==> src/rtl/uart_controller.sv <==
// 8N1 UART peripheral: 2-flop synchronized receiver and a transmitter sharing a
// BIT_TICKS = clk_freq/baudrate timebase. Optional macro UART_RX_FRAME_CHECK_EN drops frames whose stop bit is low.
module uart_controller #(
    parameter int DATA_WIDTH = 32,
    parameter int UART_Nbit  = 8,
    parameter int baudrate   = 5,
    parameter int clk_freq   = 50
) (
    input  logic                  clk,
    input  logic                  reset,
    input  logic                  SerialDataIn,
    input  logic                  clr_rx_flag,
    input  logic                  clr_tx_flag,
    input  logic [DATA_WIDTH-1:0] uart_tx,
    input  logic                  Start_Tx,
    input  logic                  enable_StoreTxbuff,
    output logic [DATA_WIDTH-1:0] UART_data,
    output logic                  SerialDataOut,
    output logic [DATA_WIDTH-1:0] Rx_flag_out,
    output logic [DATA_WIDTH-1:0] Tx_flag_out
);
    localparam int BIT_TICKS = clk_freq / baudrate;
    localparam int CW = $clog2(BIT_TICKS);
    localparam int BW = (UART_Nbit > 1) ? $clog2(UART_Nbit) : 1;
    localparam logic [CW-1:0] CNT_ZERO = CW'(0);
    localparam logic [CW-1:0] CNT_ONE  = CW'(1);
    localparam logic [CW-1:0] CNT_LAST = CW'(BIT_TICKS - 1);
    localparam logic [CW-1:0] CNT_HALF = CW'(BIT_TICKS / 2 - 1);
    localparam logic [BW-1:0] BIT_ZERO = BW'(0);
    localparam logic [BW-1:0] BIT_ONE  = BW'(1);
    localparam logic [BW-1:0] BIT_LAST = BW'(UART_Nbit - 1);

    typedef enum logic [1:0] {
        ST_IDLE  = 2'd0,
        ST_START = 2'd1,
        ST_DATA  = 2'd2,
        ST_STOP  = 2'd3
    } state_t;

    logic                 sync1_r, sync2_r, rx_prev_r;
    state_t               rx_state_r, rx_next_s;
    logic [CW-1:0]        rx_cnt_r, rx_cnt_s;
    logic [BW-1:0]        rx_bit_r, rx_bit_s;
    logic [UART_Nbit-1:0] rx_shift_r, rx_shift_s, rx_data_r;
    logic                 rx_done_s, rx_flag_r;

    logic                 start_prev_r, start_edge_s;
    logic [UART_Nbit-1:0] tx_buf_r, tx_shift_r, tx_shift_s;
    state_t               tx_state_r, tx_next_s;
    logic [CW-1:0]        tx_cnt_r, tx_cnt_s;
    logic [BW-1:0]        tx_bit_r, tx_bit_s;
    logic                 tx_line_r, tx_line_s, tx_done_s, tx_flag_r;

    logic unused_s;
    assign unused_s = ^uart_tx[DATA_WIDTH-1:UART_Nbit];

    // RX line synchronizer and previous-value register for falling-edge detection
    always_ff @(posedge clk or posedge reset) begin
        if (reset) begin
            sync1_r   <= 1'b1;
            sync2_r   <= 1'b1;
            rx_prev_r <= 1'b1;
        end else begin
            sync1_r   <= SerialDataIn;
            sync2_r   <= sync1_r;
            rx_prev_r <= sync2_r;
        end
    end

    // RX FSM state, bit timer, bit index and shift register
    always_ff @(posedge clk or posedge reset) begin
        if (reset) begin
            rx_state_r <= ST_IDLE;
            rx_cnt_r   <= CNT_ZERO;
            rx_bit_r   <= BIT_ZERO;
            rx_shift_r <= {UART_Nbit{1'b0}};
        end else begin
            rx_state_r <= rx_next_s;
            rx_cnt_r   <= rx_cnt_s;
            rx_bit_r   <= rx_bit_s;
            rx_shift_r <= rx_shift_s;
        end
    end

    // RX next-state: half-bit start check, then mid-bit sampling of data and stop
    always_comb begin
        rx_next_s  = rx_state_r;
        rx_cnt_s   = rx_cnt_r;
        rx_bit_s   = rx_bit_r;
        rx_shift_s = rx_shift_r;
        rx_done_s  = 1'b0;
        case (rx_state_r)
            ST_IDLE: begin
                rx_cnt_s = CNT_ZERO;
                rx_bit_s = BIT_ZERO;
                // A line still low after a framing error cannot produce this edge
                if (rx_prev_r && !sync2_r) begin
                    rx_next_s = ST_START;
                end else begin
                    rx_next_s = ST_IDLE;
                end
            end
            ST_START: begin
                if (rx_cnt_r == CNT_HALF) begin
                    rx_cnt_s = CNT_ZERO;
                    if (sync2_r) begin
                        rx_next_s = ST_IDLE;
                    end else begin
                        rx_next_s = ST_DATA;
                    end
                end else begin
                    rx_cnt_s = rx_cnt_r + CNT_ONE;
                end
            end
            ST_DATA: begin
                if (rx_cnt_r == CNT_LAST) begin
                    rx_cnt_s   = CNT_ZERO;
                    rx_shift_s = {sync2_r, rx_shift_r[UART_Nbit-1:1]};
                    if (rx_bit_r == BIT_LAST) begin
                        rx_next_s = ST_STOP;
                    end else begin
                        rx_bit_s = rx_bit_r + BIT_ONE;
                    end
                end else begin
                    rx_cnt_s = rx_cnt_r + CNT_ONE;
                end
            end
            ST_STOP: begin
                if (rx_cnt_r == CNT_LAST) begin
                    rx_cnt_s  = CNT_ZERO;
                    rx_next_s = ST_IDLE;
`ifdef UART_RX_FRAME_CHECK_EN
                    rx_done_s = sync2_r;
`else
                    rx_done_s = 1'b1;
`endif
                end else begin
                    rx_cnt_s = rx_cnt_r + CNT_ONE;
                end
            end
            default: begin
                rx_next_s = ST_IDLE;
                rx_cnt_s  = CNT_ZERO;
                rx_bit_s  = BIT_ZERO;
            end
        endcase
    end

    // Received byte and sticky RX flag; set wins over clear
    always_ff @(posedge clk or posedge reset) begin
        if (reset) begin
            rx_data_r <= {UART_Nbit{1'b0}};
            rx_flag_r <= 1'b0;
        end else begin
            if (rx_done_s) begin
                rx_data_r <= rx_shift_r;
            end
            if (rx_done_s) begin
                rx_flag_r <= 1'b1;
            end else if (!clr_rx_flag) begin
                rx_flag_r <= 1'b0;
            end
        end
    end

    assign start_edge_s = Start_Tx & ~start_prev_r;

    // TX buffer, start edge detector, FSM registers, registered line and TX flag
    always_ff @(posedge clk or posedge reset) begin
        if (reset) begin
            start_prev_r <= 1'b0;
            tx_buf_r     <= {UART_Nbit{1'b0}};
            tx_state_r   <= ST_IDLE;
            tx_cnt_r     <= CNT_ZERO;
            tx_bit_r     <= BIT_ZERO;
            tx_shift_r   <= {UART_Nbit{1'b0}};
            tx_line_r    <= 1'b1;
            tx_flag_r    <= 1'b0;
        end else begin
            start_prev_r <= Start_Tx;
            if (enable_StoreTxbuff) begin
                tx_buf_r <= uart_tx[UART_Nbit-1:0];
            end
            tx_state_r <= tx_next_s;
            tx_cnt_r   <= tx_cnt_s;
            tx_bit_r   <= tx_bit_s;
            tx_shift_r <= tx_shift_s;
            tx_line_r  <= tx_line_s;
            if (tx_done_s) begin
                tx_flag_r <= 1'b1;
            end else if (!clr_tx_flag) begin
                tx_flag_r <= 1'b0;
            end
        end
    end

    // TX next-state: the line value for the next bit period is computed one clock ahead
    always_comb begin
        tx_next_s  = tx_state_r;
        tx_cnt_s   = tx_cnt_r;
        tx_bit_s   = tx_bit_r;
        tx_shift_s = tx_shift_r;
        tx_line_s  = tx_line_r;
        tx_done_s  = 1'b0;
        case (tx_state_r)
            ST_IDLE: begin
                tx_cnt_s = CNT_ZERO;
                tx_bit_s = BIT_ZERO;
                if (start_edge_s) begin
                    tx_shift_s = tx_buf_r;
                    tx_next_s  = ST_START;
                    tx_line_s  = 1'b0;
                end else begin
                    tx_next_s  = ST_IDLE;
                    tx_line_s  = 1'b1;
                end
            end
            ST_START: begin
                if (tx_cnt_r == CNT_LAST) begin
                    tx_cnt_s  = CNT_ZERO;
                    tx_next_s = ST_DATA;
                    tx_line_s = tx_shift_r[0];
                end else begin
                    tx_cnt_s  = tx_cnt_r + CNT_ONE;
                end
            end
            ST_DATA: begin
                if (tx_cnt_r == CNT_LAST) begin
                    tx_cnt_s = CNT_ZERO;
                    if (tx_bit_r == BIT_LAST) begin
                        tx_next_s = ST_STOP;
                        tx_line_s = 1'b1;
                    end else begin
                        tx_bit_s   = tx_bit_r + BIT_ONE;
                        tx_shift_s = {1'b0, tx_shift_r[UART_Nbit-1:1]};
                        tx_line_s  = tx_shift_r[1];
                    end
                end else begin
                    tx_cnt_s = tx_cnt_r + CNT_ONE;
                end
            end
            ST_STOP: begin
                if (tx_cnt_r == CNT_LAST) begin
                    tx_cnt_s  = CNT_ZERO;
                    tx_next_s = ST_IDLE;
                    tx_line_s = 1'b1;
                    tx_done_s = 1'b1;
                end else begin
                    tx_cnt_s  = tx_cnt_r + CNT_ONE;
                end
            end
            default: begin
                tx_next_s = ST_IDLE;
                tx_cnt_s  = CNT_ZERO;
                tx_bit_s  = BIT_ZERO;
                tx_line_s = 1'b1;
            end
        endcase
    end

    assign UART_data     = {{(DATA_WIDTH-UART_Nbit){1'b0}}, rx_data_r};
    assign SerialDataOut = tx_line_r;
    assign Rx_flag_out   = {{(DATA_WIDTH-1){1'b0}}, rx_flag_r};
    assign Tx_flag_out   = {{(DATA_WIDTH-1){1'b0}}, tx_flag_r};

endmodule

==> config.mk <==
export PLATFORM = sky130hd
export DESIGN_NAME = uart_controller
export DESIGN_NICKNAME = d
export VERILOG_FILES = /design/src/rtl/uart_controller.sv
export SDC_FILE = /design/constraint.sdc
export NUM_CORES = 1
export LEC_CHECK = 0
export ABC_AREA = 1
export BUFFER_PORTS_ARGS = -buffer_cell sky130_fd_sc_hd__buf_2
export CELL_PAD_IN_SITES_DETAIL_PLACEMENT = 0
export CELL_PAD_IN_SITES_GLOBAL_PLACEMENT = 2
export CORE_MARGIN = 2
export CORE_UTILIZATION = 29
export CTS_CLUSTER_SIZE = 40
export DETAILED_ROUTE_END_ITERATION = 12
export GPL_TIMING_DRIVEN = 0
export PLACE_DENSITY = 0.95
export SYNTH_ARGS = -nofsm -noshare
export SYNTH_HDL_FRONTEND = slang
export SYNTH_SLANG_ARGS = --single-unit
==> constraint.sdc <==
create_clock -name clk -period 2.5 [get_ports clk]
set_input_delay 0.125 -clock clk [delete_from_list [all_inputs] [get_ports clk]]
set_output_delay 0.125 -clock clk [all_outputs]
set_load 0.05 [all_outputs]
# Yosys cells after proc, flatten, opt, wreduce, memory -nomap -nowiden

Cells that the tools add are included.
Widths: inputs -> output; s select.

Output and inout port bits: 97
Word-level logic and storage cells: 104
Register bits after elaboration: 57

Multiplexer cells: 42
Reductions and logical operators: 15
Bitwise operators: 2
Add/sub/neg operators: 4
Equality and inequality tests: 24

Operators by type and width:

| cell                | number |
|---|---|
| $mux 8              | 3 |
| $ne 2x2->1 const B  | 11 |
| $mux 2              | 9 |
| $pmux 2 s4          | 2 |
| $pmux 8 s2          | 1 |
| $mux 1              | 15 |
| $mux 3              | 4 |
| $mux 4              | 3 |
| $pmux 3 s2          | 2 |
| $pmux 4 s3          | 1 |
| $reduce_and 4->1    | 3 |
| $reduce_and 3->1    | 3 |
| $add 4x1->4 const B | 2 |
| $eq 2x2->1 const B  | 4 |
| $eq 4x4->1 const B  | 2 |
| $pmux 4 s2          | 1 |
| $add 3x1->3 const B | 2 |
| $eq 3x3->1 const B  | 2 |
| $eq 2x1->1 const B  | 2 |
| $eq 4x3->1 const B  | 1 |
| $logic_not 2->1     | 2 |
| $ne 2x1->1 const B  | 2 |
| $pmux 1 s4          | 1 |
| $reduce_bool 2->1   | 2 |
| 7 further kinds     | 7 |

# Logic depth before layout (Yosys ltp)

Word-level depth: 4
Gate-level depth with buffers: 10
Mapped depth without buffers: 8

# Worst setup path after synthesis

OpenSTA, ideal clock, no wires.

Path type: register -> register
Start: register tx_state_r[0]
End: register tx_shift_r[0]
Buffers on the path: 1
Setup time: 0.118 ns
Data arrival time: 1.279 ns
Stages on the path, launching flop included: 8
Setup slack: 1.102 ns
Cell sequence: dfrtp_1 > inv_1 > ha_1 > buf_4 > o21ai_4 > nand3_4 > nand2_1 > nand2_1

Word-level cells in the longest chain between the ends: 3
Elaborated cells between the ends (all ways): 8
Classes of those cells: eq/ne (4); mux (1); reduce/logical (3)

RTL lines:

| item                                                             | RTL line | text |
|---|---|---|
| start, declared                                                  | 49       | `state_t tx_state_r, tx_next_s;` |
| start signal, assigned                                           | 184      | `tx_state_r <= tx_next_s;` |
| $eq 2x2->1 / $logic_not 2->1 (equally long branches)             | 205      | `case (tx_state_r)` |
| $ne 2x2->1 (no line) / $reduce_bool 2->1 (equally long branches) | --       |  |
| $reduce_and 4->1 (no line)                                       | --       |  |
| end signal, assigned                                             | 176      | `tx_shift_r <= {UART_Nbit{1'b0}};` |
| end signal, assigned                                             | 187      | `tx_shift_r <= tx_shift_s;` |
| end, declared                                                    | 48       | `logic [UART_Nbit-1:0] tx_buf_r, tx_shift_r, tx_shift_s;` |

Several ways; a longest one is shown, not always the timed one.
A chain may end at the register's enable or synchronous reset.

# Worst setup path in the final report

Start: register tx_state_r[0]
End: register tx_shift_r[2]

Same word-level chain as after synthesis.

==> impl_results.rst <==
.. list-table::
   :header-rows: 1

   * - Metric
     - Value
   * - Status
     - finished clean
   * - Antenna cell count
     - 0
   * - Vertical extent of the die
     - 111 um
   * - Post-Place Cell Area
     - 3970 um^2
   * - Slowest cell on crit path
     - dfrtp_1
   * - RSZ-0062 raised after global routing
     - no
   * - Hold path startpoint
     - uart_tx[1]
   * - Core region area
     - 11,300 um^2
   * - Synth Area in XOR/XNOR
     - 1.05%
   * - Largest fanout on the critical path
     - 10
   * - Largest family of logic cells by synthesized area
     - buffers and inverters
   * - TritonCTS clock tree
     - yes
   * - Number of antenna violations at the first check in global routing
     - 0
   * - Total global-route track usage
     - 10.0%
   * - Sequential element share of the synthesized area
     - 43.0%
   * - Post-detailed-placement half-perimeter wirelength
     - 4230 um
   * - Die Wd
     - 111 um
   * - Min Clock Period, post-route
     - 1.62 ns
   * - Number of inserted filler cells in the final layout
     - 1,153
   * - Area share of fa/ha/maj cells after synthesis
     - 4.88%
   * - Number of library cell types mapped by synthesis
     - 32
   * - Pwr Density
     - 710 nW/um^2
   * - Number of cells in the finished layout apart from fillers
     - 656
   * - Arrival time reported for the critical path endpoint
     - 1.84 ns
   * - CP Class
     - reg -> reg
   * - Final wirelength
     - 5730 um
   * - Worst Setup End Kind
     - flop
   * - Area growth from synthesis to layout
     - 31.3%
   * - Average size of a mapped cell
     - 8.83 um^2
   * - Placement-stage worst setup slack
     - 0.900 ns
   * - Net Switching
     - 1.02 mW
   * - Seq pwr share
     - 34.9%
   * - Crit-path max cell delay
     - 0.42 ns
   * - Share of total power in combinational logic
     - 24.5%
   * - Final hold slack
     - 0.0104 ns
   * - # Post-CTS Setup Buffers
     - 0
   * - Sw Ratio
     - 32.8%
   * - Total via count after detailed routing
     - 2,423
   * - Number of top-level design ports
     - 136
   * - Commonest cells after routing, fill and taps aside
     - buf_4 (90), conb_1 (86), nand2_1 (80)
   * - Largest net degree at the start of global routing
     - 37
   * - Number of stages on the worst hold path
     - 3
   * - Clock transition at the registers of the reported paths
     - 0.05 ns
   * - Synthesized flop and latch total
     - 57
   * - CP Data Required Time
     - 2.72 ns
   * - Final Cycle Share
     - 64.8%
   * - Synth Area in Compound Gates
     - 8.72%
   * - Setup WS post-layout
     - 0.880 ns
   * - Setup TNS
     - 0 ns
   * - Setup-failing EPs final
     - 0
   * - Cells along the critical path
     - inv_1 -> ha_1 -> inv_1 -> o21ai_4 -> nand3_4 -> nand2_1 -> nand2_1
   * - Die area
     - 12,400 um^2
   * - Launch point of the critical path
     - tx_state_r[0]
   * - Post-layout nets
     - 560
   * - Number of hold buffers added after CTS
     - 9
   * - 1st-pass router iterations
     - 4
   * - Routed vias/inst
     - 3.69
   * - Max frequency
     - 617 MHz
   * - Clk sinks
     - 57
   * - Share of synthesized area spent on multiplexers
     - 0%
   * - CTS resizes
     - 0
   * - DR WL/cell
     - 8.73 um
   * - Longest Clk Path Bufs
     - 2
   * - Residual DRC
     - 0
   * - Total number of yosys warnings
     - 0
   * - Origin of the critical flop-to-flop path
     - tx_state_r[0]
   * - PortBufs
     - 25
   * - Final hold violation count
     - 0
   * - Mapped Area
     - 3330 um^2
   * - Critical path startpoint category
     - flop
   * - Inserted Clock Buffers
     - 9
   * - Number of antenna-violating nets in the routed design
     - 0
   * - Deepest level of the CTS H-tree
     - 3
   * - Cells after synthesis
     - 377
   * - Root buf cell
     - clkbuf_16
   * - Vias in the first global route
     - 2,274
   * - Post-synthesis share of cell area spent on and, or, nand and nor gates
     - 16.7%
   * - Number of cell instances on the worst register-to-register path
     - 7
   * - Gpl congestion
     - 0.806
   * - Area of all placed cells without fillers
     - 4370 um^2
   * - Leakage component of the power
     - 2.44 nW
   * - Max-slew violation count
     - 0
   * - Fraction of final layout cells sized beyond drive strength 1
     - 30.4%
   * - Global-route wire length before repair
     - 10,100 um
   * - Violation count after the first detailed-route iteration
     - 106
   * - Post-Route Skew
     - 0.00305 ns
   * - Most common library cell in the layout ignoring fill and taps
     - buf_4
   * - Placed Cells incl. Taps
     - 631
   * - Internal power
     - 2.08 mW
   * - Initial standard-cell utilization of the core
     - 29.4%
   * - Clock group share of total power
     - 40.6%
   * - Standard-cell rows
     - 39
   * - Maximum ir drop on the vdd rail
     - 461 uV
   * - Worst min-delay path category
     - in -> reg
   * - Later-pin clock latency in the skew report
     - 0.33 ns
   * - Reported max-cap violation count
     - 0
   * - Total global routing overflow
     - 0
==> area by class of cell <==
class / instances / area (um^2) / share of cell area (%)
multi-input combinational: 273 / 1370 / 31.2
tap: 143 / 179 / 4.09
clock buffer: 14 / 274 / 6.27
inverter: 38 / 143 / 3.26
timing repair buffer: 35 / 235 / 5.38
buffer: 94 / 709 / 16.2
clock inverter: 2 / 35.0 / 0.801
sequential: 57 / 1430 / 32.7
==> power groups by stage <==
stage | registers (mW) | clock network (mW) | logic [mW]
after floorplan | 1.08 | 0 | 0.669
after global placement | 1.09 | 0 | 0.736
after detailed placement | 1.09 | 0 | 0.752
after CTS | 1.08 | 1.29 | 0.765
after global routing | 1.09 | 1.34 | 0.842
final | 1.08 | 1.26 | 0.762
==> metrics by stage <==
step | power (mW) | utilization, %
floorplan | 1.75 | -
global placement | 1.83 | 34.9
detailed placement | 1.85 | 35.1
CTS | 3.14 | 38.6
global route | 3.28 | 38.6
finish | 3.10 | 38.6
==> final timing paths <==
path,slack [ns],end
max,0.88,tx_shift_r[2]
min,0.01,tx_buf_r[1]
max reg2reg,0.88,tx_shift_r[2]
min reg2reg,0.36,sync2_r
max in group asynchronous,1.51,SerialDataOut
min in group asynchronous,0.37,rx_shift_r[7]
==> kinds of logic after synthesis <==
kind of cell,after synthesis
and+or+nand+nor,122
buffers and inverters,132
DFF,57
AOI/OAI and AO/OA,48
adders and majority gates,13
other,1
xor gates and xnor gates,4
==> Yosys cell counts, drive strengths merged <==
library cell / count / area [um^2]
a21boi: 1 / 7.51
dfstp: 4 / 105
or2: 1 / 6.26
o21bai: 1 / 7.51
nand4: 10 / 62.6
conb: 1 / 3.75
ha: 13 / 163
a21oi: 5 / 25.0
nand2: 83 / 319
a22o: 1 / 8.76
nand3: 14 / 87.6
buf: 92 / 702
o21ai: 40 / 241
dfrtp: 53 / 1330
inv: 38 / 143
nor2: 13 / 75.1
clkbuf: 2 / 7.51
nor3: 1 / 5.00
xor2: 2 / 17.5
xnor2: 2 / 17.5
==> flip-flops by register name (all words and copies together), names as in the netlist, 2 cells and up, named ones only <==
name,cells
tx_buf_r,8
tx_shift_r,8
tx_cnt_r,4
rx_data_r,8
rx_shift_r,8
tx_state_r,2
rx_bit_r,3
tx_bit_r,3
rx_cnt_r,4
==> worst max-delay path, delay by kind of cell (launching register included) <==
| kind | cells | cell delay [ns] |
|---|---|---|
| AOI/OAI and AO/OA | 1 | 0.32 |
| adders and majority gates | 1 | 0.22 |
| buffers and inverters | 2 | 0.21 |
| DFF | 1 | 0.42 |
| and+or+nand+nor | 3 | 0.34 |
==> per-layer routing <==
layer	wire, um	up-vias	global-route usage, %
li1	-	1277	-
met1	2460	1073	11.4
met2	2780	64	16.7
met3	383	9	3.99
met4	106	0	4.20
met5	0	-	0
Power figures use the tool's default switching activity.
